### config.mk
export PLATFORM = sky130hd
export DESIGN_NAME = data_unpack_ctrl_flat
export DESIGN_NICKNAME = d
export VERILOG_FILES = /design/src/rtl/data_unpack_if.sv /design/src/rtl/data_unpack_ctrl.sv /design/src/flat_wrapper.sv
export SDC_FILE = /design/constraint.sdc
export NUM_CORES = 1
export LEC_CHECK = 0
export ABC_AREA = 1
export CAP_MARGIN = 15
export CORE_ASPECT_RATIO = 1.2
export CORE_MARGIN = 3
export CORE_UTILIZATION = 40
export DETAILED_ROUTE_END_ITERATION = 12
export PLACE_DENSITY = 0.74
export SKIP_LAST_GASP = 1
export SLEW_MARGIN = 30
export SYNTH_ARGS = -nofsm -noshare
export SYNTH_HDL_FRONTEND = slang
export SYNTH_SLANG_ARGS = --single-unit
export TNS_END_PERCENT = 10
### constraint.sdc
create_clock -name clk -period 1.55 [get_ports clk]
set_input_delay 0.31 -clock clk [delete_from_list [all_inputs] [get_ports clk]]
set_output_delay 0.31 -clock clk [all_outputs]
set_load 0.03 [all_outputs]
### src/rtl/data_unpack_if.sv
// -----------------------------------------------------------------------------
// data_unpack_if
// Bundles the signals shared by the unpack controller, the 32-bit-to-7-bit
// unpack datapath and the upstream word source.
//
//   word_valid  upstream word is present on the datapath's data_in
//   word_ready  controller accepts the word this cycle
//   count       datapath 5-bit bit-pointer
//   data_load   datapath load strobe
//   data_rst    datapath word-buffer clear (wins over data_load)
//   count_set   datapath pointer preset to 6
//   pkt_valid   datapath 7-bit packet output is valid this cycle
//
// Modports:
//   master  controller side (drives the strobes and the handshake response)
//   slave   datapath / word-source side
// -----------------------------------------------------------------------------
interface data_unpack_if;
   logic       word_valid;
   logic       word_ready;
   logic [4:0] count;
   logic       data_load;
   logic       data_rst;
   logic       count_set;
   logic       pkt_valid;

   modport master (
      input  word_valid,
      input  count,
      output word_ready,
      output data_load,
      output data_rst,
      output count_set,
      output pkt_valid
   );

   modport slave (
      output word_valid,
      output count,
      input  word_ready,
      input  data_load,
      input  data_rst,
      input  count_set,
      input  pkt_valid
   );
endinterface : data_unpack_if

### src/rtl/data_unpack_ctrl.sv
// -----------------------------------------------------------------------------
// data_unpack_ctrl
// Sequencing controller for the 32-bit-word to 7-bit-packet unpack datapath.
// The datapath pointer advances by 7 every cycle unless count_set is high, so
// there is no stall path: once running, a packet is emitted every cycle and a
// new word must be available whenever the pointer is about to wrap. A missing
// word is an underrun and forces a resync through IDLE.
//
// Parameters:
//   PKT_CNT_W  width of the free-running emitted-packet counter
//
// Ports:
//   clk        clock
//   rst        synchronous, active-high reset
//   enable     run request, sampled every cycle
//   clear_err  clears the sticky underrun flag (a same-cycle set wins)
//   bus        datapath / word-source handshake (master side)
//   busy       high while in RUN
//   underrun   sticky: a word was missing at a required load point
//   pkt_count  packets emitted, wraps modulo 2^PKT_CNT_W, cleared only by rst
// -----------------------------------------------------------------------------
module data_unpack_ctrl #(
   parameter int PKT_CNT_W = 16
) (
   input  logic                 clk,
   input  logic                 rst,
   input  logic                 enable,
   input  logic                 clear_err,
   data_unpack_if.master        bus,
   output logic                 busy,
   output logic                 underrun,
   output logic [PKT_CNT_W-1:0] pkt_count
);

   // One-hot encoding so that a corrupted state register is detectable and
   // falls into the recovery branch below.
   localparam logic [1:0] IDLE = 2'b01;
   localparam logic [1:0] RUN  = 2'b10;

   logic [1:0] state;
   logic [1:0] state_nxt;
   logic       load_pt;
   logic       underrun_set;

   // The pointer needs a fresh word whenever count+7 would overflow 5 bits.
   assign load_pt = (bus.count >= 5'd25);

   always_comb begin
      // NOTE: every output of this block gets a default before the case so no
      // path can leave one unassigned and infer a latch.
      state_nxt      = state;
      bus.word_ready = 1'b0;
      bus.data_load  = 1'b0;
      bus.data_rst   = 1'b0;
      bus.count_set  = 1'b0;
      bus.pkt_valid  = 1'b0;
      busy           = 1'b0;
      underrun_set   = 1'b0;

      case (state)
         IDLE: begin
            // Hold the datapath parked: pointer at 6, word buffer empty.
            bus.count_set = 1'b1;
            bus.data_rst  = 1'b1;
            if (enable && bus.word_valid) begin
               // data_rst would override the load, so it must drop here.
               bus.word_ready = 1'b1;
               bus.data_load  = 1'b1;
               bus.data_rst   = 1'b0;
               state_nxt      = RUN;
            end
         end

         RUN: begin
            busy          = 1'b1;
            bus.pkt_valid = 1'b1;
            if (load_pt) begin
               if (!enable) begin
                  // Clean stop on a word boundary; residual bits are dropped.
                  bus.count_set = 1'b1;
                  bus.data_rst  = 1'b1;
                  state_nxt     = IDLE;
               end else if (bus.word_valid) begin
                  // Residual bits carry through the datapath overflow register.
                  bus.word_ready = 1'b1;
                  bus.data_load  = 1'b1;
               end else begin
                  // No word where one is required: flag and resync.
                  bus.count_set = 1'b1;
                  bus.data_rst  = 1'b1;
                  underrun_set  = 1'b1;
                  state_nxt     = IDLE;
               end
            end
         end

         default: begin
            // Illegal or unknown encoding: park the datapath and recover.
            bus.count_set = 1'b1;
            bus.data_rst  = 1'b1;
            state_nxt     = IDLE;
         end
      endcase
   end

   // NOTE: sequential state uses non-blocking assignments so every register
   // samples the pre-edge values regardless of block evaluation order.
   always_ff @(posedge clk) begin
      if (rst) begin
         state     <= IDLE;
         underrun  <= 1'b0;
         pkt_count <= '0;
      end else begin
         state <= state_nxt;

         // A new underrun outranks a simultaneous clear request.
         if (underrun_set) begin
            underrun <= 1'b1;
         end else if (clear_err) begin
            underrun <= 1'b0;
         end

         if (bus.pkt_valid) begin
            pkt_count <= pkt_count + PKT_CNT_W'(1);
         end
      end
   end

endmodule : data_unpack_ctrl

### src/flat_wrapper.sv
// flat-port wrapper written by rule: the top's interface ports become plain ports
module data_unpack_ctrl_flat 
#(
   parameter int PKT_CNT_W = 16
)
  (clk, rst, enable, clear_err, busy, underrun, pkt_count, bus_word_valid, bus_count, bus_word_ready, bus_data_load, bus_data_rst, bus_count_set, bus_pkt_valid);
  data_unpack_if bus_i ();
  input  logic clk;
  input  logic rst;
  input  logic enable;
  input  logic clear_err;
  output logic busy;
  output logic underrun;
  output logic [PKT_CNT_W-1:0] pkt_count;
  input wire logic [$bits(bus_i.word_valid)-1:0] bus_word_valid;
  input wire logic [$bits(bus_i.count)-1:0] bus_count;
  output wire logic [$bits(bus_i.word_ready)-1:0] bus_word_ready;
  output wire logic [$bits(bus_i.data_load)-1:0] bus_data_load;
  output wire logic [$bits(bus_i.data_rst)-1:0] bus_data_rst;
  output wire logic [$bits(bus_i.count_set)-1:0] bus_count_set;
  output wire logic [$bits(bus_i.pkt_valid)-1:0] bus_pkt_valid;
  assign bus_i.word_valid = bus_word_valid;
  assign bus_i.count = bus_count;
  assign bus_word_ready = bus_i.word_ready;
  assign bus_data_load = bus_i.data_load;
  assign bus_data_rst = bus_i.data_rst;
  assign bus_count_set = bus_i.count_set;
  assign bus_pkt_valid = bus_i.pkt_valid;
  data_unpack_ctrl #(.PKT_CNT_W(PKT_CNT_W)) u_core (.clk(clk), .rst(rst), .enable(enable), .clear_err(clear_err), .bus(bus_i), .busy(busy), .underrun(underrun), .pkt_count(pkt_count));
endmodule
==> impl_metrics.yaml, run 1 <==
setup_path:
  cpMaxStageDelayCell: "clkdlybuf4s50_1"
  cp_top_family: "buffers and inverters"
  endpoint_kind: "primary output"
  required_ps: 1240
  start_kind: "flop"
  r2r-start: "u_core.state[0]"
  crit_cells: 1
  timing_worst_setup_path_type: "reg -> out"
  path_cells: "clkdlybuf4s50_1"
  cp_data_arrival_time_ps: 1410
  startpoint: "u_core.pkt_count[1]"
  crit_buf_inv: 1
  r2r_cells: 10
  cp_max_fo: 4
  r2r_slack_ps: 110
  cp_slowest_stage_delay_ps: 710
  crit_end: "pkt_count[1]"
  r2r-end: "u_core.pkt_count[14]"
sta:
  setup_viol: 18
  rsz0062_at_grt: "true"
  slew_viol_final: 0
  slew_headroom_pct: 77.1
  min_period_ps: 1720
  final-hold-violation-count: 0
  worst_slack_ps: -165
  worstMarginPinSlew_ps: 343
  fmax_mhz: 583
  period_share_pct: 111
  worst_clock_skew_ps: 0.390
global_route:
  grt_overflow: 0
  grt_pass1_vias: 1128
  grt_antenna_before_repair: 0
  grt_pass1_wl_um: 4560
  grt_util_all_layers_pct: 17.8
  grt_max_degree: 13
routing:
  drtIter0Drc: 18
  wl_per_cell_um: 11.7
  ant_nets: 0
  via_per_inst: 4.81
  num_vias: 1107
  drtPass1Iterations: 4
  drc_errors: 0
  wirelength_um: 2680
clocking:
  cts_root_buffer: "clkbuf_4"
  cts_num_sinks: 19
  numCtsBuffers: 3
  ctsHoldBuffers: 0
  clk_pin_slew_ps: 110
  cts_tree: "yes"
  clk_latency_ps: 300
  clockBufferDepth: 2
  htreeDepth: 1
layout:
  multi_input_area_um2: 604
  final_core_util_pct: 64.2
  final_common_cell: "nand2_1"
  final_design_area_no_fill_mm2: 0.00156
  drive_above_1_share_pct: 25.1
  num-fill-cells: 232
  syn2layout_area_growth_pct: 45.8
  layout_common_cells: "nand2_1 (32), inv_1 (21), nor2_1 (18), clkdlybuf4s50_1 (18)"
  diodes: 0
  ff_latch_area_um2: 385
  finalNonFillerCells: 230
  nNetsFinal: 213
yosys:
  synth_largest_area_cell: "dfxtp_1"
  synth_cell_type_count: 21
  avgSynthCellArea_um2: 6.89
  yosysSeqAreaShare_pct: 35.6
  synth_fp_nets: 168
  ys_top_cells_by_area: "dfxtp_1 (36%), nand2_1 (12%), inv_1 (8.8%)"
  synthCells: 155
  synth_top_area_share_pct: 35.6
  yosysWarnings: 0
  netlist_area_mm2: 0.00107
  ys_seq_elements: 19
floorplanning:
  die_w_um: 53.2
  die_h_um: 62.6
  core_region_area_mm2: 0.00242
  die-area_mm2: 0.00333
  rows: 19
  io-pin-count: 33
  start_util_pct: 44.0
hold_path:
  min_path_type: "reg -> reg"
  min_path_cells: 2
  hp-start: "u_core.underrun"
run_status:
  violations: "negative setup slack"
  status: "finished with violations"
placement:
  dp.cells: 218
  portBuffers: 32
  hpwl_um: 1930
  place.gp.congestion: 0.809
  place_area_mm2: 0.00144
  dp_slack_ps: -329
power_and_ir_drop:
  p_per_area_mw_per_mm2: 584
  p_leak_nw: 0.687
  max-vdd-ir-drop_mv: 0.431
job:
  cap_violations: 0
==> what timing repair did <==
| action | CTS | global route |
|---|---|---|
| gates resized for setup | 18 | 2 |
| pin swaps | 4 | 0 |
| endpoints found under the setup margin | 21 | 23 |
| setup buffers | 8 | 0 |
==> kinds of logic (layout without fill, tap and decap cells) <==
kind of cell | Yosys count | in the layout | share of synthesized area [%]
AO/OA/AOI/OAI | 23 | 23 | 11.8
XOR/XNOR | 1 | 1 | 0.821
adder cells (fa/ha/maj) | 3 | 3 | 3.52
buffers and inverters | 30 | 74 | 12.2
flip-flops | 19 | 19 | 35.6
AND/OR/NAND/NOR | 79 | 79 | 36.0
==> where the power goes <==
group	internal (W)	total, W	switching [W]	leakage, nW
Clock	0.000100	0.000253	0.000153	0.0150
Combinational	0.0000754	0.000158	0.0000822	0.519
Sequential	0.000493	0.000499	0.00000604	0.154
==> metrics by stage <==
stage               setup TNS, ps  hold slack [ps]  power [W]
floorplan                    -274              468   0.000594
global placement             -775              454   0.000639
detailed placement           -987              460   0.000643
CTS                         -2580              475   0.000918
global route                -3300              510   0.000953
finish                      -2030              467   0.000910
==> cell type report <==
class	instances	area share, %
Clock buffer	4	1.69
Inverter	25	6.03
Multi-Input combinational cell	106	38.8
Sequential cell	19	24.8
Tap cell	31	2.49
Timing Repair Buffer	45	26.2
==> worst min path at each step <==
| stage | end |
|---|---|
| global placement | u_core.underrun |
| detailed placement | u_core.underrun |
| finish | u_core.underrun |
| CTS | u_core.underrun |
| floorplan | u_core.state[1] |
| global route | u_core.underrun |
==> per-layer routing <==
metal	routed length, um	global-route usage (%)	vias up
li1	-	-	571
met1	1150	19.5	500
met2	1370	33.1	32
met3	129	2.63	4
met4	36	5.75	0
met5	0	0	-
==> flip-flops by register name, summed over array words and instances (netlist names) <==
signal            flops
u_core.state          2
u_core.pkt_count     16
u_core.underrun       1
==> cell usage after synthesis <==
master and count:
nand2_1 34, inv_1 25, dfxtp_1 19, nor2_1 19, a21oi_1 11, o21ai_0 8, nand3_1 7, nand2_2 4
nand3_2 4, nor2_4 4, ha_1 3, nor3_1 3, buf_2 2, buf_4 2, nand4_1 2, nor2_2 2
o21bai_1 2, a211oi_1 1, buf_6 1, o21ai_2 1, xor2_1 1
Power figures use the tool's default switching activity.
==> run 2, diff against run 1 <==
ABC_CLOCK_PERIOD_IN_PS = 1800   (was unset)
SETUP_SLACK_MARGIN = 0.5   (was unset)
clock period = 1.8 ns   (was 1.55 ns; I/O delays follow)
==> impl_metrics.yaml, run 2 (synthesis gave the netlist of run 1 again) <==
run_status:
  status: "finished clean"
sta:
  worstMarginPinSlew_ps: 333
  setup_viol: 0
  min_period_ps: 1740
  period_share_pct: 96.6
  slew_viol_final: 0
  rsz0062_at_grt: "true"
  worst_clock_skew_ps: 6.09
  slew_headroom_pct: 77.8
  tns_ps: 0
  final-hold-violation-count: 0
  fmax_mhz: 575
routing:
  num_vias: 1100
  ant_nets: 0
  wl_per_cell_um: 12.0
  drtPass1Iterations: 4
  wirelength_um: 2740
  via_per_inst: 4.82
  drtIter0Drc: 21
  drc_errors: 0
global_route:
  met3_usage_pct: 2.86
  grt_pass1_wl_um: 4510
  grt_util_all_layers_pct: 17.9
  met1_usage_pct: 20.0
  grt_overflow: 0
  grt_pass1_vias: 1025
  use_met2_pct: 32.0
  grt_antenna_before_repair: 0
  grt_max_degree: 13
  grt_busiest_layer: "met2"
floorplanning:
  io-pin-count: 33
  start_util_pct: 44.0
  die_w_um: 53.2
  rows: 19
  core_region_area_mm2: 0.00242
  die_h_um: 62.6
  die-area_mm2: 0.00333
setup_path:
  cp_max_fo: 5
  cp_data_arrival_time_ps: 1380
  timing_worst_setup_path_type: "reg -> out"
  cpMaxStageDelayCell: "dfxtp_2"
  start_kind: "flop"
  r2r-start: "u_core.state[0]"
  r2r_cells: 10
  path_cells: "inv_2, ha_4, nand2_2, nand2_2, inv_2, nor3_4, buf_6"
  required_ps: 1440
  r2r-end: "u_core.pkt_count[14]"
  r2r_slack_ps: 270
  cp_slowest_stage_delay_ps: 350
  endpoint_kind: "primary output"
layout:
  final_design_area_no_fill_mm2: 0.00151
  largestRegisters: "u_core.pkt_count (16), u_core.state (2), u_core.underrun (1)"
  diodes: 0
  max_flop_register: "u_core.pkt_count"
  layout_common_cells: "nand2_1 (31), inv_1 (21), dlygate4sd2_1 (21)"
  largest_register_ffs: 16
  nNetsFinal: 211
  drive_above_1_share_pct: 24.4
  final_common_cell: "nand2_1"
  syn2layout_area_growth_pct: 41.9
  final_core_util_pct: 62.4
  num-fill-cells: 235
clocking:
  clk_pin_slew_ps: 110
  clk_latency_ps: 310
  numCtsBuffers: 3
  htreeDepth: 1
  cts_tree: "yes"
  clockBufferDepth: 2
  cts_root_buffer: "clkbuf_4"
  cts_num_sinks: 19
placement:
  place.gp.congestion: 0.799
  place_area_mm2: 0.00142
  portBuffers: 32
  hpwl_um: 1990
hold_path:
  min_path_cells: 2
  whs_endpoint: "u_core.underrun"
  hp-start: "u_core.underrun"
  min_path_type: "reg -> reg"
power_and_ir_drop:
  finalPower_w: 0.000788
  p_per_area_mw_per_mm2: 520
  max-vdd-ir-drop_mv: 0.460
  p_leak_nw: 0.708
job:
  cap_violations: 0
==> run 2: layer usage <==
layer  vias up  part of all wire, %
li1        569                    -
met1       498                   41
met2        28                   52
met3         5                  4.9
met4         0                  1.9
met5         -                    0
==> run 2: area by class of cell <==
cell class	count	area (um2)	share of cell area, %
clock buffer	3	22.5	1.49
inverter	25	93.8	6.20
multi-input combinational	106	597	39.4
clock inverter	1	5.00	0.331
timing repair buffer	43	374	24.7
sequential	19	383	25.3
tap	31	38.8	2.56
==> run 2: timing repair <==
action	4_1_cts	5_1_grt
gates cloned	0	0
hold buffers	0	0
pin swaps	6	0
endpoints found under the setup margin	30	37
buffers inserted	9	0
gates resized for setup	28	3
==> run 2: critical path: cells and delay by family, from the launching register on <==
family        cells  cell delay, ps
flops             1             350
buf+inv           3             280
simple gates      3             280
fa+ha+maj         1             160
==> run 2: worst max-delay path by stage <==
| stage | slack (ps) | end | from |
|---|---|---|---|
| floorplan | 20 | bus_word_ready | u_core.state[0] |
| global placement | -120 | bus_word_ready | bus_count[2] |
| detailed placement | -180 | bus_word_ready | bus_count[2] |
| CTS | 60 | bus_word_ready | u_core.state[0] |
| global route | -30 | bus_word_ready | u_core.state[0] |
| finish | 60 | bus_word_ready | u_core.state[0] |
==> run 2: where the power goes <==
part	switching [W]	leakage, nW	internal, W
Combinational	0.0000696	0.537	0.0000641
Sequential	0.00000433	0.153	0.000425
Clock	0.000142	0.0177	0.0000832
==> run 2: per-stage QoR <==
step / std cells / setup slack [ps] / hold slack [ps]
floorplan: 155 / 21.8 / 468
global placement: 215 / -122 / 455
detailed placement: 215 / -177 / 466
CTS: 228 / 57.1 / 482
global route: 228 / -28.6 / 519
finish: 228 / 60.3 / 476
==> run 3, diff against run 2 <==
CORE_MARGIN = 2   (was 3)
SETUP_SLACK_MARGIN = unset   (was 0.5)
==> impl_metrics.yaml, run 3 (synthesis gave the netlist of run 1 again) <==
run_status:
  status: "finished with violations"
  violations: "negative setup slack"
floorplanning:
  core_region_area_mm2: 0.00253
  io-pin-count: 33
  die_h_um: 60.6
  die-area_mm2: 0.00310
  start_util_pct: 42.2
  die_w_um: 51.2
  rows: 20
routing:
  drtPass1Iterations: 4
  drc_errors: 0
  wl_per_cell_um: 10.8
  via_per_inst: 4.78
  drtIter0Drc: 17
  ant_nets: 0
  wirelength_um: 2380
  num_vias: 1052
placement:
  dp_slack_ps: -192
  dp.cells: 216
  portBuffers: 32
  hpwl_um: 1870
  place.gp.congestion: 0.870
clocking:
  htreeDepth: 1
  cts_setup_buffers: 0
  clockBufferDepth: 2
  cts_tree: "yes"
  cts_root_buffer: "clkbuf_4"
  numCtsBuffers: 3
  clk_latency_ps: 290
  clk_pin_slew_ps: 110
  ctsHoldBuffers: 0
  cts_num_sinks: 19
sta:
  final-hold-violation-count: 0
  period_share_pct: 108
  holdWs_ps: 471
  min_period_ps: 1950
  fmax_mhz: 513
  tns_ps: -413
  slew_viol_final: 0
  slew_headroom_pct: 75.2
  rsz0062_at_grt: "true"
  worst_slack_ps: -148
  worst_clock_skew_ps: 7.00
  setup_viol: 7
  worstMarginPinSlew_ps: 372
layout:
  diodes: 0
  num-fill-cells: 261
  final_common_cell: "nand2_1"
  max_flop_register: "u_core.pkt_count"
  nNetsFinal: 201
  drive_above_1_share_pct: 15.5
  largestRegisters: "u_core.pkt_count (16), u_core.state (2), u_core.underrun (1)"
  largest_register_ffs: 16
  finalNonFillerCells: 220
  layout_common_cells: "nand2_1 (34), clkdlybuf4s50_1 (26), inv_1 (24)"
  syn2layout_area_growth_pct: 35.6
setup_path:
  start_kind: "input pin"
  endpoint_kind: "primary output"
  required_ps: 1440
  cp_data_arrival_time_ps: 1590
  timing_worst_setup_path_type: "in -> out"
  cp_max_fo: 2
power_and_ir_drop:
  finalPower_w: 0.000755
  max-vdd-ir-drop_mv: 0.445
  p_per_area_mw_per_mm2: 521
  p_leak_nw: 0.597
hold_path:
  min_path_type: "reg -> reg"
job:
  cap_violations: 0
global_route:
  grt_util_all_layers_pct: 17.5
  grt_pass1_wl_um: 4110
  grt_max_degree: 13
  grt_pass1_vias: 1021
  grt_antenna_before_repair: 0
  grt_overflow: 0
[run 3: metrics by stage]
stage | area (um2) | utilization, %
4_1_cts | 1440 | 57.0
2_1_floorplan | 1100 | -
5_1_grt | 1450 | 57.3
6_report | 1450 | 57.3
3_3_place_gp | 1420 | 56.0
3_5_place_dp | 1420 | 56.0
[run 3: final timing paths]
kind	to	slack [ps]	startpoint	cells past startpoint
hold reg to reg	u_core.underrun	470	u_core.underrun	2
hold / removal	u_core.underrun	470	u_core.underrun	2
setup / recovery	bus_data_load	-150	bus_count[4]	8
setup reg to reg	u_core.pkt_count[14]	350	u_core.pkt_count[0]	8
[run 3: layout make-up]
class | count | area, um2 | share of cell area, %
clock inverters | 1 | 5.00 | 0.346
multi-input cells | 106 | 584 | 40.4
well taps | 33 | 41.3 | 2.85
inverters | 25 | 93.8 | 6.48
flip-flops and latches | 19 | 382 | 26.4
clock buffers | 3 | 22.5 | 1.56
repair buffers | 33 | 319 | 22.0
[run 3: routing by layer]
metal | track usage [%] | routed length [um] | vias to the layer above
li1 | - | - | 552
met1 | 19.4 | 1010 | 469
met2 | 32.3 | 1210 | 27
met5 | 0 | 0 | -
met3 | 3.45 | 131 | 4
met4 | 8.11 | 25 | 0
[run 3: what timing repair did]
action                                  4_1_cts  5_1_grt
endpoints found under the setup margin        9       15
hold endpoints to repair                      0        0
pin swaps                                     0        0
gates resized for setup                       1        2
[run 3: power breakdown]
| group | internal, W | leakage [nW] | total, W | switching [W] |
|---|---|---|---|---|
| Combinational | 0.0000511 | 0.426 | 0.000113 | 0.0000614 |
| Clock | 0.0000826 | 0.0177 | 0.000213 | 0.000131 |
| Sequential | 0.000425 | 0.154 | 0.000429 | 0.00000458 |
[run 3: critical path, stage by stage]
cell	delay, ps
clkdlybuf4s50_1	460
nand2_1	80
a21oi_2	120
nand2_1	70
nand2_1	50
inv_1	70
nor3_4	190
buf_4	180
